--- src/rtl/fcs_tx.sv ---
// rtl/fcs_tx.sv - Ethernet CRC-32 FCS generator for the TX byte mux FCS slot
// Define FCS_TX_PAD_EN to add zero-padding of short frames up to 60 bytes.
module fcs_tx (
  input  logic       aclk,
  input  logic       aresetn,
  input  logic       frame_start,
  input  logic       data_valid,
  input  logic [7:0] data_in,
  input  logic       payload_done,
  output logic [7:0] fcs_tx_data,
  output logic       fcs_tx_done,
  output logic       fcs_busy
);

`ifdef FCS_TX_PAD_EN
  typedef enum logic [2:0] {
    S_IDLE  = 3'd0,
    S_SKIP  = 3'd1,
    S_ACCUM = 3'd2,
    S_PAD   = 3'd3,
    S_FCS   = 3'd4
  } state_t;
`else
  typedef enum logic [2:0] {
    S_IDLE  = 3'd0,
    S_SKIP  = 3'd1,
    S_ACCUM = 3'd2,
    S_FCS   = 3'd4
  } state_t;
`endif

  localparam logic [31:0] CRC_INIT = 32'hFFFF_FFFF;
  localparam logic [31:0] CRC_POLY = 32'hEDB8_8320;
  localparam logic [10:0] LEN_MAX  = 11'h7FF;

  state_t      state_q, state_d;
  logic [31:0] crc_q, crc_d;
  logic [2:0]  skip_cnt_q, skip_cnt_d;
  logic [10:0] len_q, len_d;
  logic [1:0]  fcs_idx_q, fcs_idx_d;
  logic [10:0] len_inc;
  logic [31:0] fcs_word;

  // Reflected CRC-32, data bits consumed LSB first.
  function automatic logic [31:0] crc32_byte(input logic [31:0] crc, input logic [7:0] data);
    logic [31:0] c;
    c = crc;
    for (int i = 0; i < 8; i++) begin
      c = (c[0] ^ data[i]) ? ((c >> 1) ^ CRC_POLY) : (c >> 1);
    end
    return c;
  endfunction

  assign len_inc  = (len_q == LEN_MAX) ? len_q : len_q + 11'd1;
  assign fcs_word = ~crc_q;

  always_ff @(posedge aclk or negedge aresetn) begin
    if (!aresetn) begin
      state_q    <= S_IDLE;
      crc_q      <= CRC_INIT;
      skip_cnt_q <= 3'd0;
      len_q      <= 11'd0;
      fcs_idx_q  <= 2'd0;
    end else begin
      state_q    <= state_d;
      crc_q      <= crc_d;
      skip_cnt_q <= skip_cnt_d;
      len_q      <= len_d;
      fcs_idx_q  <= fcs_idx_d;
    end
  end

  // frame_start wins in every state, so a mid-frame restart drops the old frame silently.
  always_comb begin
    state_d = state_q;
    if (frame_start) begin
      state_d = S_SKIP;
    end else begin
      case (state_q)
        S_IDLE:  state_d = S_IDLE;
        S_SKIP:  if (data_valid && skip_cnt_q == 3'd7) state_d = S_ACCUM;
        S_ACCUM: begin
          if (data_valid && payload_done) begin
`ifdef FCS_TX_PAD_EN
            state_d = (len_inc < 11'd60) ? S_PAD : S_FCS;
`else
            state_d = S_FCS;
`endif
          end
        end
`ifdef FCS_TX_PAD_EN
        S_PAD:   if (len_q == 11'd59) state_d = S_FCS;
`endif
        S_FCS:   if (fcs_idx_q == 2'd3) state_d = S_IDLE;
        default: state_d = S_IDLE;
      endcase
    end
  end

  always_comb begin
    crc_d      = crc_q;
    skip_cnt_d = skip_cnt_q;
    len_d      = len_q;
    fcs_idx_d  = fcs_idx_q;
    if (frame_start) begin
      crc_d      = CRC_INIT;
      skip_cnt_d = 3'd0;
      len_d      = 11'd0;
      fcs_idx_d  = 2'd0;
    end else begin
      case (state_q)
        S_SKIP: begin
          if (data_valid) skip_cnt_d = skip_cnt_q + 3'd1;
        end
        S_ACCUM: begin
          if (data_valid) begin
            crc_d = crc32_byte(crc_q, data_in);
            len_d = len_inc;
          end
        end
`ifdef FCS_TX_PAD_EN
        S_PAD: begin
          crc_d = crc32_byte(crc_q, 8'h00);
          len_d = len_inc;
        end
`endif
        S_FCS:   fcs_idx_d = fcs_idx_q + 2'd1;
        default: ;
      endcase
    end
  end

  always_comb begin
    fcs_tx_data = 8'h00;
    fcs_tx_done = 1'b0;
    fcs_busy    = (state_q != S_IDLE);
    if (state_q == S_FCS) begin
      case (fcs_idx_q)
        2'd0:    fcs_tx_data = fcs_word[7:0];
        2'd1:    fcs_tx_data = fcs_word[15:8];
        2'd2:    fcs_tx_data = fcs_word[23:16];
        default: fcs_tx_data = fcs_word[31:24];
      endcase
      fcs_tx_done = (fcs_idx_q == 2'd3);
    end
  end

endmodule

--- config.mk ---
export PLATFORM = sky130hd
export DESIGN_NAME = fcs_tx
export DESIGN_NICKNAME = d
export VERILOG_FILES = /design/src/rtl/fcs_tx.sv
export SDC_FILE = /design/constraint.sdc
export NUM_CORES = 1
export LEC_CHECK = 0
export CAP_MARGIN = 20
export CORE_MARGIN = 2
export CORE_UTILIZATION = 40
export DETAILED_ROUTE_END_ITERATION = 16
export PLACE_DENSITY = 0.66
export SLEW_MARGIN = 20
export SYNTH_ARGS = -nofsm -noshare
export SYNTH_HDL_FRONTEND = slang
export SYNTH_SLANG_ARGS = --single-unit
--- constraint.sdc ---
create_clock -name aclk -period 4.28 [get_ports aclk]
set_input_delay 0.428 -clock aclk [delete_from_list [all_inputs] [get_ports aclk]]
set_output_delay 0.428 -clock aclk [all_outputs]
set_load 0.02 [all_outputs]
* Yosys cells after proc, flatten, opt, wreduce, memory -nomap -nowiden
Cells that the tools add are included.
** Operators by class
- Add/sub/neg operators :: 2
- Multiply operators :: 0
- Divide/modulo/power cells :: 0
- Magnitude comparators :: 0
- Equal/unequal tests :: 10
- Shift operators :: 0
- Multiplexer cells :: 24
- Bitwise logic cells :: 17
- Reductions and logical operators :: 11
** Operators with widths (count)
- $mux W32 :: 11
- $not A13 Y14 :: 8
- $not A32 Y32 :: 1
- $pmux W8 S3 :: 1
- $mux W3 :: 7
- $ne A3 B3 Y1 const B :: 3
- $pmux W3 S3 :: 1
- $mux W8 :: 1
- $reduce_bool A2 Y1 :: 4
- $xor A1 B1 Y1 :: 8
- $eq A3 B3 Y1 const B :: 2
- $eq A2 B2 Y1 const B :: 2
- $mux W2 :: 2
- $reduce_and A2 Y1 :: 2
- $add A3 B1 Y3 const B :: 1
- $eq A3 B1 Y1 const B :: 1
- $eq A3 B2 Y1 const B :: 1
- $reduce_and A3 Y1 :: 1
- $reduce_bool A3 Y1 :: 1
- $add A2 B1 Y2 const B :: 1
- $eq A2 B1 Y1 const B :: 1
- $logic_and A1 B1 Y1 :: 2
- $logic_not A2 Y1 :: 1
- $mux W1 :: 1
** Word-level totals
- Register bits after elaboration :: 40
- Bits in latches :: 0
- Bits in writable memories :: 0
- ROM bits :: 0
- Bits of input ports :: 13
- Output and inout bits :: 10
- Logic and storage cells :: 68
- Memories kept :: 0

* Logic depth before layout (Yosys ltp)
- Word-level depth :: 19
- Depth in mapped cells :: 6
- Gate-level depth less buffers :: 6

* Worst setup path after synthesis
OpenSTA, ideal clock, no wires.
- Kind :: register to output
- From :: reg fcs_idx_q[1]
- To :: out fcs_tx_data[5]
- Arrival time :: 1645 ps
- Data required time :: 3852 ps
- Slack :: 2207 ps
- Cell stages (with the launch flop) :: 6
- Cells stage by stage :: dfrtp_1 > ha_1 > clkbuf_1 > clkbuf_1 > nor3_1 > a211oi_1
** Between the ends
- Cells in the longest elaborated chain, start to end :: 3
- Elaborated cells on any way between the ends :: 5
** RTL lines
- from (decl) :: line 40 : logic [1:0] fcs_idx_q, fcs_idx_d;
- from (signal assigned) :: line 69 : fcs_idx_q <= fcs_idx_d;
- $eq A2 B2 Y1, or another cell as far along :: line 138 : case (fcs_idx_q)
- $pmux W8 S3 * :: line 138
- $mux W8 * :: line 137 : if (state_q == S_FCS) begin
- to (decl) :: line 10 : output logic [7:0] fcs_tx_data,
Mark *: on every way between the ends. The rest lies on a longest branch, timed or not.

* Worst setup path in the final report
- From :: reg state_q[0]
- To :: out fcs_tx_data[4]
** Between the ends
- Cells in the longest elaborated chain, start to end :: 2
** RTL lines
- from (decl) :: line 36 : state_t state_q, state_d;
- from (signal assigned) :: line 65 : state_q <= state_d;
- $eq A3 B3 Y1 :: line 137
- $mux W8 :: line 137
No other way between the ends.

==> out/metrics.yaml <==
route:
  drcViolationCount: 0
  drtIter0Drc: 119
  drt-total-wl_um: 6230
  vias_per_cell: 5.28
  first_pass_iters: 4
  wire_per_inst_um: 17.1
  vias: 1923
  ant_nets: 0
timing:
  tightest_slew_ps: 897
  finalSetupViolCount: 0
  whs_ps: 274
  fmax_mhz: 352
  slew_viol_final: 0
  relSlewSlack_pct: 40.2
  tns_ps: 0
  grt_setup_unrepaired: "no"
  worst_slack_ps: 1440
  fin_crit_ps: 2840
  fin_skew_ps: 9.54
  fin_crit_sh_pct: 66.4
  finalHoldViolations: 0
logic_synthesis:
  synthSimpleGateAreaFrac_pct: 11.0
  synthFlopType: "dfstp_2"
  synth_top_area_cell: "dfstp_2"
  ys_seq_area_share_pct: 37.8
  async_reset_ff_share_pct: 100
  synthCells: 265
  ys_types: 40
  synth-edff-count: 0
  synthXorXnorAreaFrac_pct: 30.2
  synth_warnings: 0
  synthTopCellsByArea: "dfstp_2 31%, xnor2_1 12%, dfrtp_1 7.3%, xnor2_2 5.3%, xor2_1 5.1%"
  syn_area_um2: 2760
  postSynthAreaPerCell_um2: 10.4
  synth.most_common_cell: "xnor2_1"
  synth_top_family_by_area: "XOR/XNOR gates"
  synth_compound_area_share_pct: 14.4
  yosysTopAreaCellShare_pct: 30.5
  synth_adder_area_share_pct: 2.72
  ys_ff_latch: 40
  syn_nets: 284
  synthTopCellsByCount: "37 x xnor2_1, 32 x dfstp_2, 16 x nor2_1, 16 x nor3_1, 16 x xor2_1"
  synth_mux_area_share_pct: 1.09
worst_setup_path:
  path_buf_inv: 1
  r2r_cells: 5
  critPathCaptureType: "output pin"
  criticalPathCategory: "reg2out"
  r2r_setup_slack_ps: 2110
  startpoint_type: "flop"
  worst-path-stages: 3
  max_stage_delay_ps: 670
  crit_family: "buffers and inverters"
  worstPathMaxFanout: 11
  critical_path.slowest_cell: "clkdlybuf4s50_1"
  crit_arrival_ps: 2410
  worst_ep_required_time_ps: 3850
  worstPathCellList: "or3_1 > a211oi_1 > clkdlybuf4s50_1"
global_route:
  grt_first_pass_wirelength_um: 10700
  antenna_found_initial: 0
  gr-usage-all-layers_pct: 18.5
  grt_overflow: 0
  grt_max_degree: 41
  first_global_vias: 2086
clock_tree:
  tritoncts: "built"
  cts_max_level: 2
  cts_max_path_buffers: 2
  cts_hold_buffers: 0
  cts.clk_slew.worst_paths_ps: 70
  cts_buffers: 5
  post-cts-setup-buffer-count: 0
  clock_latency_ps: 300
  cts.sinks: 40
  cts-root-buf: "clkbuf_8"
  cts.repair.resized: 0
run_status:
  status: "complete, no violations"
layout:
  layout-area-overhead-vs-synth_pct: 13.7
  final_layout_size_suffix_gt1_share_pct: 20.4
  final-seq-area_um2: 1040
  antenna_cells: 0
  nFillCells: 631
  nets: 302
  fin_util_pct: 46.6
  multi_input_comb_area_um2: 1640
  final_cells: 364
placed_design:
  dp_hpwl_um: 4280
  pre_cts_ws_ps: 1780
  dp_cells: 356
  gp_congestion: 0.837
  port_buffers: 22
floorplanning:
  start_util_pct: 41.0
  core_area_um2: 6720
  io-pin-count: 23
  die_w_um: 87.0
  die_area_um2: 7570
  fp.dieH_um: 87.0
  row_count: 30
power_and_ir_drop:
  ir_worst_vdd_v: 0.000113
  p_per_area_nw_per_um2: 260
  leakage_nw: 1.18
hold_path:
  holdCritPathClass: "in2async"
job:
  cap_violations: 0
area by class of cell:
| type | count | share of cell area, % |
|---|---|---|
| well taps | 80 | 3.20 |
| clock buffers | 8 | 2.88 |
| multi-input cells | 204 | 52.4 |
| inverters | 8 | 0.959 |
| repair buffers | 24 | 7.35 |
| flip-flops and latches | 40 | 33.2 |
layer usage:
layer	GRT usage [%]	wire length (um)	vias to the layer above
met5	0	0	-
met4	6.53	102	0
met3	3.51	339	10
met2	30.6	2990	41
met1	24.3	2800	917
li1	-	-	955
logic make-up (layout without fill, tap and decap cells):
group           Yosys count  in the layout
flops                    40             40
simple gates             64             64
fa+ha+maj                 6              6
mux                       3              3
xor+xnor                 71             71
buf+inv                  21             40
compound gates           60             60
power breakdown:
part | leakage, nW | internal [mW] | switching, mW
clock | 0.0455 | 0.132 | 0.134
combinational | 0.688 | 0.0788 | 0.0852
sequential | 0.442 | 0.381 | 0.00121
total | 1.18 | 0.592 | 0.221
placed cells by master (no fill, tap or decap), types with 2 or more instances in the layout:
master           instances
or3_1                    2
a211oi_1                 8
clkbuf_1                 2
clkbuf_8                 6
dfstp_2                 32
o21ai_0                  7
o211ai_1                 8
xnor2_2                  9
xnor3_2                  2
clkdlybuf4s50_1         21
dfrtp_1                  8
inv_1                    7
nor2b_1                  8
and3_1                   2
mux2i_1                  3
xnor2_1                 37
xnor2_4                  2
nor2_1                  16
buf_4                    2
ha_1                     6
xor2_4                   2
o22ai_1                  8
a211o_1                  6
o21ai_1                  2
nor3_1                  16
xor2_1                  16
a21oi_1                 15
nand2_1                 15
path summary, 6_finish.rpt:
path | end | from
worst max-delay path | fcs_tx_data[4] | state_q[0]
worst min-delay path | skip_cnt_q[0] | aresetn
worst max register to register | crc_q[28] | state_q[0]
worst min register to register | crc_q[15] | crc_q[15]
max in group asynchronous | skip_cnt_q[1] | aresetn
min in group aclk | crc_q[15] | crc_q[15]
flip-flops by register name, summed over array words and instances (netlist names):
name,flops
crc_q,32
skip_cnt_q,3
state_q,3
fcs_idx_q,2
per-stage QoR:
stage                     power [mW]  area (um2)
after global routing           0.852        3130
after detailed placement       0.553        3040
final                          0.813        3130
after CTS                      0.825        3130
after floorplan                0.509        2760
after global placement         0.552        3040
Power figures use the tool's default switching activity.
